File: config.mk
export PLATFORM = sky130hd
export DESIGN_NAME = seg_write_arbiter
export DESIGN_NICKNAME = d
export VERILOG_FILES = /design/src/rtl/seg_pkg.sv /design/src/rtl/seg_write_arbiter_rr_arb2.sv /design/src/rtl/seg_write_arbiter.sv
export SDC_FILE = /design/constraint.sdc
export NUM_CORES = 1
export LEC_CHECK = 0
export ABC_AREA = 0
export CORE_UTILIZATION = 32
export CTS_CLUSTER_SIZE = 28
export DETAILED_ROUTE_END_ITERATION = 8
export PLACE_DENSITY_LB_ADDON = 0.25
export SLEW_MARGIN = 20
export SYNTH_ARGS = -nofsm -noshare
export SYNTH_HDL_FRONTEND = slang
export SYNTH_SLANG_ARGS = --single-unit
File: constraint.sdc
create_clock -name CLK -period 1.3 [get_ports CLK]
set_input_delay 0.13 -clock CLK [delete_from_list [all_inputs] [get_ports CLK]]
set_output_delay 0.13 -clock CLK [all_outputs]
set_load 0.03 [all_outputs]
File: src/rtl/seg_pkg.sv
// Shared definitions for the segment-register write arbiter: segment codes,
// FSM state encoding and the requester count.
package seg_pkg;

  localparam logic [1:0] SEG_ES = 2'd0;
  localparam logic [1:0] SEG_CS = 2'd1;
  localparam logic [1:0] SEG_SS = 2'd2;
  localparam logic [1:0] SEG_DS = 2'd3;

  localparam int NUM_REQ = 2;

  typedef logic [0:0] state_t;
  localparam state_t ST_IDLE  = 1'b0;
  localparam state_t ST_WRITE = 1'b1;

  function automatic logic [3:0] seg_onehot(input logic [1:0] sel);
    return 4'b0001 << sel;
  endfunction

endpackage

File: src/rtl/seg_write_arbiter_rr_arb2.sv
// Two-way round-robin selector: a lone request always wins, and on a tie the
// requester named by ptr wins.
module rr_arb2
  import seg_pkg::*;
(
  input  logic [NUM_REQ-1:0] req,
  input  logic               ptr,
  output logic [NUM_REQ-1:0] grant,
  output logic               winner
);

  always_comb begin
    winner = 1'b0;
    grant  = '0;
    case (req)
      2'b01:   winner = 1'b0;
      2'b10:   winner = 1'b1;
      2'b11:   winner = ptr;
      default: winner = 1'b0;
    endcase
    if (req != '0) begin
      grant = 2'b01 << winner;
    end
  end

endmodule

File: src/rtl/seg_write_arbiter.sv
// Arbitrates two requesters onto the shared segment-register write bus: one
// IDLE cycle to latch the winner, one WRITE cycle to drive ENA/ACK.
module seg_write_arbiter
  import seg_pkg::*;
#(
  parameter bit ALLOW_CS1 = 1'b0,
  parameter bit RESET_PTR = 1'b0
) (
  input  logic        CLK,
  input  logic        RST,
  input  logic        REQ0,
  input  logic [1:0]  SEL0,
  input  logic [15:0] DATA0,
  output logic        ACK0,
  input  logic        REQ1,
  input  logic [1:0]  SEL1,
  input  logic [15:0] DATA1,
  output logic        ACK1,
  output logic [15:0] WDATA,
  output logic [3:0]  ENA,
  output logic        ERR,
  output logic        BUSY
);

  state_t      state_q, state_d;
  logic        winner_q, winner_d;
  logic [1:0]  sel_q, sel_d;
  logic [15:0] data_q, data_d;
  logic        ptr_q, ptr_d;

  logic [NUM_REQ-1:0] reqVec;
  logic [NUM_REQ-1:0] grant;
  logic               winner;
  logic               writeCycle;
  logic               protViol;

  assign reqVec = {REQ1, REQ0};

  rr_arb2 u_rr_arb2 (
    .req    (reqVec),
    .ptr    (ptr_q),
    .grant  (grant),
    .winner (winner)
  );

  // ptr_q names the requester that wins the next tie, i.e. the one not granted last.
  always_comb begin
    state_d  = state_q;
    winner_d = winner_q;
    sel_d    = sel_q;
    data_d   = data_q;
    ptr_d    = ptr_q;
    if (state_q == ST_IDLE) begin
      if (grant != '0) begin
        state_d  = ST_WRITE;
        winner_d = winner;
        sel_d    = winner ? SEL1 : SEL0;
        data_d   = winner ? DATA1 : DATA0;
        ptr_d    = ~winner;
      end
    end else begin
      state_d = ST_IDLE;
    end
  end

  always_ff @(posedge CLK or negedge RST) begin
    if (!RST) begin
      state_q  <= ST_IDLE;
      winner_q <= 1'b0;
      sel_q    <= SEG_ES;
      data_q   <= 16'h0000;
      ptr_q    <= RESET_PTR;
    end else begin
      state_q  <= state_d;
      winner_q <= winner_d;
      sel_q    <= sel_d;
      data_q   <= data_d;
      ptr_q    <= ptr_d;
    end
  end

  // Outputs depend only on registered state, so reset clears them at once.
  assign writeCycle = (state_q == ST_WRITE);
  assign protViol   = winner_q && (sel_q == SEG_CS) && !ALLOW_CS1;

  assign ENA   = (writeCycle && !protViol) ? seg_onehot(sel_q) : 4'b0000;
  assign ACK0  = writeCycle && !winner_q;
  assign ACK1  = writeCycle && winner_q;
  assign ERR   = writeCycle && protViol;
  assign BUSY  = writeCycle;
  assign WDATA = data_q;

endmodule

==> results.cfg <==
[power_and_ir_drop]
vdd_drop_max_mv = 0.767
leakagePower_nw = 0.878
cellPowerDensity_nw_per_um2 = 1280

[timing]
tightest_slew_ns = 0.312
rsz0062_at_grt = yes
hold_viol = 0
hold_ws_ns = 0.154
slew_violations = 0
post-route-min-period_ns = 1.45
fmax_mhz = 687
skew_ns = 0.00948
fin_ws_ns = -0.155
slew_headroom_pct = 79.3
fin_crit_sh_pct = 112
fin_tns_setup_ns = -2.95
finalSetupViolCount = 25

[clocking]
numCtsBuffers = 3
cts_buffer_depth = 2
worstSkewPairLatency_ns = 0.30
htreeDepth = 1
clock_sinks = 21
cts_tree = done
hold_buffers = 0
root_buffer = clkbuf_4
clk_pin_slew_ns = 0.12

[global_route]
grt_pass1_vias = 984
overflow = 0
track_usage_pct = 17.8
grt_antenna_before_repair = 0
grt_max_degree = 22
grt_first_pass_wirelength_um = 4490

[die]
num_rows = 19
start_util_pct = 34.9
io_pins = 64
fp.dieH_um = 57.6
fp.dieArea_um2 = 3310
core_area_um2 = 2830
die_x_um = 57.6

[final_layout]
nets = 197
antenna-diode-count = 0
synthToLayoutAreaGrowth_pct = 87.3
finalNonFillerCells = 187
final_common_cell = clkdlybuf4s50_1
most-common-layout-cells = 39 x clkdlybuf4s50_1, 20 x dfrtp_1, 18 x and2_4
drive_gt1_share_pct = 44.2
final_core_util_pct = 65.5

[setup_path]
startpoint_type = register
arrival_ns = 1.32
r2r_start = BUSY
crit_path_start = BUSY
worstPathRequired_ns = 1.17
crit_fanout = 3
critical_path_class = reg -> out
reg2regPathDepth = 5
cp-end-kind = primary output

[logic_synthesis]
yosysSeqAreaShare_pct = 53.2
syn-cell-area_um2 = 988
netlist_instances = 78
synth_nets = 118
ys_warn_count = 0
ys_types = 21
ys_ff_latch = 21
avgSynthCellArea_um2 = 12.7

[route]
detail-route-antenna-nets = 0
drc_errors = 2
routed_via_density = 5.11
wl_per_cell_um = 15.4
vias = 955
dr.first_iter.drc_count = 27
totalWireLength_um = 2880
firstDrtPassIters = 6

[place]
placed_cells = 178
gp_congestion = 0.733
hpwl_um = 2000
dp_slack_ns = -0.280
io_buffers = 63

[outcome]
status = finished, violations left
violations = design-rule violations, negative setup slack

[job]
drv_cap = 0

[worst_hold_path]
hp-class = in -> async
-- power breakdown --
part	internal (mW)	leakage (nW)	switching (mW)
logic	0.599	0.606	0.547
clock network	0.120	0.0150	0.195
registers	0.792	0.257	0.113
total	1.51	0.878	0.855
-- per-layer routing --
metal	vias to the layer above	routed length (µm)	part of all wire (%)	track usage, %
li1	452	-	-	-
met1	475	1190	41	22.3
met2	26	1550	54	31.4
met3	2	131	4.5	4.31
met4	0	10	0.35	3.14
met5	-	0	0	0
-- path summary, 6_finish.rpt --
check | end | slack, ns
max | ENA[1] | -0.15
min | WDATA[9] | 0.15
max reg2reg | WDATA[7] | -0.15
min reg2reg | ptr_q | 0.57
max in group asynchronous | BUSY | 0.91
min in group CLK | WDATA[0] | 0.43
-- cells by family after synthesis --
family          synth area share (%)
compound gates                  24.8
flops                           53.2
simple gates                    16.3
buf+inv                         5.69
-- synthesized netlist by cell type --
cell type / count / area, µm²
a211oi_2: 1 / 12.5
a21o_1: 2 / 15.0
a221o_1: 2 / 20.0
a221o_2: 16 / 180
and2_0: 7 / 43.8
and2_1: 12 / 75.1
and3_2: 1 / 7.51
and4b_1: 1 / 10.0
buf_1: 1 / 3.75
buf_6: 2 / 22.5
buf_8: 1 / 15.0
clkbuf_1: 1 / 3.75
dfrtp_1: 21 / 526
inv_1: 2 / 7.51
inv_2: 1 / 3.75
nand2_1: 1 / 3.75
nor2_1: 2 / 7.51
nor3_1: 1 / 5.00
nor4b_1: 1 / 8.76
o211a_1: 1 / 10.0
o21bai_1: 1 / 7.51
-- registers in the layout, indices dropped and copies added (netlist names) --
register / cells
WDATA: 16
sel_q: 2
winner_q: 1
BUSY: 1
ptr_q: 1
-- worst max-delay path: stages (launching register included) --
cell     delay, ns
dfrtp_2       0.39
buf_6         0.11
inv_4         0.03
buf_6         0.11
nor4b_4       0.19
buf_4         0.19
-- layout make-up --
type | instances | area, µm²
well taps | 31 | 38.8
clock buffers | 4 | 26.3
multi-input cells | 49 | 494
inverters | 3 | 13.8
flip-flops and latches | 21 | 527
fillers | 236 | 977
repair buffers | 79 | 752
-- stage by stage --
step,power (mW),area [µm²]
2_1_floorplan,1.47,1000
3_3_place_gp,1.94,1690
3_5_place_dp,1.96,1690
4_1_cts,2.23,1740
5_1_grt,2.49,1850
6_report,2.37,1850
-- repair_timing --
item                       in CTS  in global routing
setup endpoints to repair      38                 26
cloned                          1                  0
buffers inserted                1                  3
gates resized for setup        29                 38
pin swaps                       1                  1
Note: power is estimated with default switching activity, not from simulation.
